--- config.mk ---
export PLATFORM = sky130hd
export DESIGN_NAME = brightness_result_writer
export DESIGN_NICKNAME = d
export VERILOG_FILES = /design/src/rtl/brightness_pkg.sv /design/src/rtl/brightness_result_writer_fifo.sv /design/src/rtl/brightness_result_writer.sv
export SDC_FILE = /design/constraint.sdc
export NUM_CORES = 1
export LEC_CHECK = 0
export CAP_MARGIN = 15
export CORE_ASPECT_RATIO = 1.4
export CORE_UTILIZATION = 40
export CTS_CLUSTER_SIZE = 25
export DETAILED_ROUTE_END_ITERATION = 10
export DONT_BUFFER_PORTS = 1
export GPL_ROUTABILITY_DRIVEN = 1
export HOLD_SLACK_MARGIN = 0.03
export SLEW_MARGIN = 30
export SYNTH_ARGS = -nofsm -noshare
export SYNTH_HDL_FRONTEND = slang
export SYNTH_SLANG_ARGS = --single-unit
--- constraint.sdc ---
create_clock -name clk -period 8.05 [get_ports clk]
set_clock_uncertainty 0.1 [all_clocks]
set_input_delay 1.2075 -clock clk [delete_from_list [all_inputs] [get_ports clk]]
set_output_delay 1.2075 -clock clk [all_outputs]
set_load 0.02 [all_outputs]
--- src/rtl/brightness_pkg.sv ---
// Shared types and helpers for the brightness-filter writeback stage.
package brightness_pkg;

    // Default geometry of the output frame and the PE result words.
    localparam int RAM_ADDR_WIDTH_DEF = 6;
    localparam int RAM_DATA_WIDTH_DEF = 8;
    localparam int PE_DATA_WIDTH_DEF  = 16;
    localparam int DEPTH_DEF          = 4;
    localparam int FIFO_DEPTH_DEF     = 2;

    typedef enum logic [1:0] {
        IDLE    = 2'd0,
        WRITE   = 2'd1,
        DONE_ST = 2'd2
    } writer_state_t;

    typedef struct packed {
        logic [7:0] value;
        logic       sat;
    } clamp_result_t;

    // Number of input words that make up one full output frame.
    function automatic int total_words(input int addrWidth, input int depth);
        return (1 << addrWidth) / depth;
    endfunction

    localparam int TOTAL_WORDS = total_words(RAM_ADDR_WIDTH_DEF, DEPTH_DEF);

    // Clamp a sign-extended PE lane into an unsigned byte; sat flags any clipping.
    function automatic clamp_result_t clamp_u8(input logic signed [31:0] lane);
        clamp_result_t r;
        if (lane < 32'sd0) begin
            r.value = 8'd0;
            r.sat   = 1'b1;
        end else if (lane > 32'sd255) begin
            r.value = 8'd255;
            r.sat   = 1'b1;
        end else begin
            r.value = lane[7:0];
            r.sat   = 1'b0;
        end
        return r;
    endfunction

endpackage

--- src/rtl/brightness_result_writer_fifo.sv ---
// Small synchronous FIFO buffering whole PE result words ahead of the serialiser.
module result_fifo #(
    parameter int WIDTH      = 64,
    parameter int FIFO_DEPTH = 2
) (
    input  logic             clk,
    input  logic             reset,
    input  logic             push_i,
    input  logic             pop_i,
    input  logic [WIDTH-1:0] data_i,
    output logic [WIDTH-1:0] head_o,
    output logic             full_o,
    output logic             empty_o
);

    localparam int PTR_W = (FIFO_DEPTH > 1) ? $clog2(FIFO_DEPTH) : 1;

    logic [WIDTH-1:0] mem [FIFO_DEPTH];
    logic [PTR_W-1:0] wrPtr_q;
    logic [PTR_W-1:0] rdPtr_q;
    logic [PTR_W:0]   count_q;
    logic             doPush;
    logic             doPop;

    assign full_o  = (count_q == (PTR_W + 1)'(FIFO_DEPTH));
    assign empty_o = (count_q == '0);
    assign doPush  = push_i && !full_o;
    assign doPop   = pop_i && !empty_o;
    assign head_o  = mem[rdPtr_q];

    // Storage array; contents are meaningless while the matching count is zero.
    always_ff @(posedge clk) begin
        if (doPush) begin
            mem[wrPtr_q] <= data_i;
        end
    end

    // Pointer and occupancy bookkeeping; pointers wrap naturally (power-of-two depth).
    always_ff @(posedge clk or posedge reset) begin
        if (reset) begin
            wrPtr_q <= '0;
            rdPtr_q <= '0;
            count_q <= '0;
        end else begin
            if (doPush) begin
                wrPtr_q <= wrPtr_q + 1'b1;
            end
            if (doPop) begin
                rdPtr_q <= rdPtr_q + 1'b1;
            end
            case ({doPush, doPop})
                2'b10:   count_q <= count_q + 1'b1;
                2'b01:   count_q <= count_q - 1'b1;
                default: count_q <= count_q;
            endcase
        end
    end

endmodule

--- src/rtl/brightness_result_writer.sv ---
// Writeback stage: serialises clamped PE lanes into the output frame RAM.
module brightness_result_writer
    import brightness_pkg::*;
#(
    parameter int RAM_ADDR_WIDTH = RAM_ADDR_WIDTH_DEF,
    parameter int RAM_DATA_WIDTH = RAM_DATA_WIDTH_DEF,
    parameter int PE_DATA_WIDTH  = PE_DATA_WIDTH_DEF,
    parameter int DEPTH          = DEPTH_DEF,
    parameter int FIFO_DEPTH     = FIFO_DEPTH_DEF
) (
    input  logic                             clk,
    input  logic                             reset,
    input  logic                             start,
    input  logic [PE_DATA_WIDTH*DEPTH-1:0]   in_data,
    input  logic                             in_valid,
    output logic                             in_ready,
    output logic                             ram_we,
    output logic [RAM_ADDR_WIDTH-1:0]        ram_address,
    output logic [RAM_DATA_WIDTH-1:0]        ram_wdata,
    output logic                             busy,
    output logic                             done,
    output logic                             sat_seen
);

    localparam int WORD_WIDTH   = PE_DATA_WIDTH * DEPTH;
    localparam int FRAME_WORDS  = total_words(RAM_ADDR_WIDTH, DEPTH);
    localparam int LANE_W       = (DEPTH > 1) ? $clog2(DEPTH) : 1;
    localparam int WCNT_W       = $clog2(FRAME_WORDS + 1);

    writer_state_t             state_q;
    logic [RAM_ADDR_WIDTH-1:0] baseAddr_q;
    logic [LANE_W-1:0]         laneIdx_q;
    logic [WCNT_W-1:0]         wordsIn_q;
    logic                      satSeen_q;
    logic                      ramWe_q;
    logic [RAM_ADDR_WIDTH-1:0] ramAddr_q;
    logic [RAM_DATA_WIDTH-1:0] ramWdata_q;

    logic [WORD_WIDTH-1:0]     fifoHead;
    logic                      fifoFull;
    logic                      fifoEmpty;
    logic                      push;
    logic                      pop;
    logic                      drain;
    logic                      lastLane;
    logic                      frameWritten;
    logic [PE_DATA_WIDTH-1:0]  laneSel_d;
    logic signed [31:0]        laneExt_d;
    clamp_result_t             clamp_d;

    assign in_ready     = (state_q == WRITE) && !fifoFull && (wordsIn_q < WCNT_W'(FRAME_WORDS));
    assign push         = in_valid && in_ready;
    assign drain        = (state_q == WRITE) && !fifoEmpty;
    assign lastLane     = (laneIdx_q == LANE_W'(DEPTH - 1));
    assign pop          = drain && lastLane;
    assign frameWritten = ramWe_q && (ramAddr_q == '1);

    result_fifo #(
        .WIDTH      (WORD_WIDTH),
        .FIFO_DEPTH (FIFO_DEPTH)
    ) u_fifo (
        .clk     (clk),
        .reset   (reset),
        .push_i  (push),
        .pop_i   (pop),
        .data_i  (in_data),
        .head_o  (fifoHead),
        .full_o  (fifoFull),
        .empty_o (fifoEmpty)
    );

    // Pick the current lane of the head word and clamp it to a byte.
    always_comb begin
        laneSel_d = fifoHead[int'(laneIdx_q) * PE_DATA_WIDTH +: PE_DATA_WIDTH];
        laneExt_d = 32'($signed(laneSel_d));
        clamp_d   = clamp_u8(laneExt_d);
    end

    // Frame sequencing, lane/address counters and registered RAM write port.
    always_ff @(posedge clk or posedge reset) begin
        if (reset) begin
            state_q    <= IDLE;
            baseAddr_q <= '0;
            laneIdx_q  <= '0;
            wordsIn_q  <= '0;
            satSeen_q  <= 1'b0;
            ramWe_q    <= 1'b0;
            ramAddr_q  <= '0;
            ramWdata_q <= '0;
        end else begin
            ramWe_q <= 1'b0;
            case (state_q)
                IDLE: begin
                    if (start) begin
                        state_q    <= WRITE;
                        baseAddr_q <= '0;
                        laneIdx_q  <= '0;
                        wordsIn_q  <= '0;
                        satSeen_q  <= 1'b0;
                    end
                end
                WRITE: begin
                    if (push) begin
                        wordsIn_q <= wordsIn_q + 1'b1;
                    end
                    if (drain) begin
                        ramWe_q    <= 1'b1;
                        ramAddr_q  <= baseAddr_q + RAM_ADDR_WIDTH'(laneIdx_q);
                        ramWdata_q <= RAM_DATA_WIDTH'(clamp_d.value);
                        if (clamp_d.sat) begin
                            satSeen_q <= 1'b1;
                        end
                        if (lastLane) begin
                            laneIdx_q  <= '0;
                            baseAddr_q <= baseAddr_q + RAM_ADDR_WIDTH'(DEPTH);
                        end else begin
                            laneIdx_q <= laneIdx_q + 1'b1;
                        end
                    end
                    if (frameWritten) begin
                        state_q <= DONE_ST;
                    end
                end
                DONE_ST: begin
                    state_q <= IDLE;
                end
                default: begin
                    state_q <= IDLE;
                end
            endcase
        end
    end

    assign ram_we      = ramWe_q;
    assign ram_address = ramAddr_q;
    assign ram_wdata   = ramWdata_q;
    assign busy        = (state_q == WRITE);
    assign done        = (state_q == DONE_ST);
    assign sat_seen    = satSeen_q;

endmodule

==> flow_summary.ini <==
[synthesis]
synth-main-ff-cell = edfxtp_1
synthArstFlopShare = 0.205
synth_edf_count = 128
synth_adder_area_share = 0.00815
synth-xor-area-share = 0.0128
yosys_warnings = 0
synthCells = 343
synth-seq-cells = 161
yosysSeqAreaShare = 0.760
synth-compound-area-share = 0.0401
yosysTopAreaCellShare = 0.626
syn_avg_cell_area_um2 = 17.9
synth_top_family_by_area = multiplexers
syn_area_mm2 = 0.00614
ys_types = 40
synth_nets = 415
synthTopCellsByArea = edfxtp_1 63%, dfrtp_1 13%, mux4_2 7.3%, nand2_1 1.7%, o221a_1 1.5%
synth_top_area_cell = edfxtp_1
synthMuxAreaShare = 0.0886
synth_simple_gate_area_frac = 0.0756

[timing]
holdWs_ns = 0.396
period_needed_ns = 3.04
fmax_ghz = 0.329
finalCritPeriodShare = 0.377
drv_slew = 0
worstMarginPinSlew_ns = 0.863
hold_viol = 0
rsz0062_at_grt = false
finalSetupTns_ns = 0
relSlewSlack = 0.425
setup-violations-final = 0

[global_routing]
track_usage = 0.148
grt_pass1_wl_mm = 17.2
grt_pass1_vias = 3215
antenna_found_initial = 0
grt-ovfl-total = 0
grt_max_degree = 65

[detailed_routing]
drcViolationCount = 0
drtIter0Drc = 134
post_drt_wl_per_cell_um = 19.4
viasPerCell = 5.33
wirelength_mm = 10.8
vias = 2970
ant_nets = 0
dr.pass1.iters = 4

[worst_setup_path]
required_ns = 6.74
crit_arrival_ns = 1.73
rrSetupSlack_ns = 5.13
criticalPathCategory = flip-flop to output pin
path_max_fanout = 8
cp-start-kind = flip-flop
end_kind = output pin

[cells_and_area]
diodes = 0
syn_to_final_growth_pct = 13.8
finalNetCount = 424
drive_gt1_frac = 0.200

[clock_network]
ctsLongestPathBuffers = 2
root_buffer = clkbuf_16
clk_pin_slew_ns = 0.07
h-tree-depth = 4
hold_buffers = 0
cts_tree = built
post_cts_resized = 0
clk_latency_ns = 0.41
cts_buffers = 17
cts_setup_buffers = 0
clock-sinks = 161

[flow_run]
cap_violations = 0

[floorplan]
fp.dieW_um = 107
die_area_mm2 = 0.0159
core_mm2 = 0.0150
fp.dieH_um = 149
initial_core_util = 0.410
num_rows = 53
io_pins = 87

[outcome]
status = finished clean

[placed_design]
post-dp-hpwl_mm = 7.08
gp_congestion = 0.695
io_buffers = 0

[power]
leakage_nw = 2.40
irDropWorstVdd_mv = 0.184
p_per_area_mw_per_mm2 = 411

[hold_path]
hold_path.class = flip-flop to flip-flop
## logic make-up (layout without fill, tap and decap cells)
group / after synthesis / count (layout)
adder cells (fa/ha/maj): 4 / 4
XOR/XNOR: 9 / 9
flip-flops: 161 / 161
AO/OA/AOI/OAI: 28 / 28
multiplexers: 28 / 28
buffers and inverters: 20 / 42
AND/OR/NAND/NOR: 93 / 93
## sequential cells by signal, summed over array words and instances, names as in the netlist, 2 cells and up
register	cells
ram_wdata	8
baseAddr_q	4
wordsIn_q	5
u_fifo.count_q	2
state_q	2
ram_address	6
laneIdx_q	2
u_fifo.mem	128
## power breakdown
part           total [W]  switching [W]  internal [W]
Combinational   0.000706       0.000406      0.000300
Sequential       0.00133       0.000160       0.00117
Clock           0.000831       0.000332      0.000499
Total            0.00287       0.000899       0.00197
## placed cells by master (no fill, tap or decap), types with 2 or more instances in the layout
master	Yosys	layout
mux4_2	20	20
nor2_1	22	20
inv_8	0	3
ha_1	4	4
nor4_1	8	8
clkbuf_16	0	17
dfrtp_1	33	32
inv_6	0	6
bufinv_16	0	3
xor2_1	7	7
xnor2_1	2	2
o21ai_0	4	4
a21oi_1	2	2
mux2_2	7	7
inv_1	5	5
nand2_1	28	28
buf_4	0	5
nor2b_1	2	2
nand3_1	12	12
o221a_1	8	8
a22oi_1	3	3
a2111oi_0	2	2
nor2_4	0	2
edfxtp_1	128	128
nor3_1	11	11
nand4_1	3	3
## synthesized netlist by cell type, drive strengths merged (3+ instances only)
cell type,count
o221a,8
mux4,20
nand2,28
a22oi,3
nand4,4
nor4,9
dfrtp,33
buf,7
nor3,11
ha,4
o21ai,4
mux2,8
edfxtp,128
nor2,22
nand3,12
inv,5
xor2,7
clkbuf,8
## metrics by stage
step	worst slack (ns)	cell area, um2	total power, W	util	std cells
after floorplan	2.96	6140	0.00190	-	343
after global placement	4.83	6360	0.00204	0.425	525
after global routing	4.92	6990	0.00304	0.466	557
after detailed placement	4.72	6360	0.00207	0.425	525
after CTS	4.99	6980	0.00291	0.466	557
final	5.01	6990	0.00287	0.466	557
## critical path, stage by stage (launching register included)
cell and delay (ns):
dfrtp_1 0.38, nand2b_1 0.32, nor3_1 0.61
## final timing paths
kind / from / endpoint / depth (start not counted)
max: state_q[1] / in_ready / 2
min: u_fifo.count_q[1] / u_fifo.count_q[1] / 1
max reg2reg: state_q[1] / u_fifo.mem[0][34] / 5
min reg2reg: u_fifo.count_q[1] / u_fifo.count_q[1] / 1
max in group asynchronous: reset / u_fifo.rdPtr_q / 2
min in group asynchronous: reset / ram_address[3] / 2
## metal layers
layer,global-route usage,vias to the layer above,share of wire
met5,0,-,0
met4,0.0548,0,0.014
met3,0.0649,10,0.073
met2,0.247,80,0.52
met1,0.168,1512,0.39
li1,-,1368,-
## final cells by class
class	count	area, um2
fill	1307	8000
clock buffer	17	425
clock inverter	15	194
tap	192	240
inverter	5	18.8
timing repair buffer	5	37.5
multi-input combinational	162	1400
sequential	161	4670
Power figures use the tool's default switching activity.
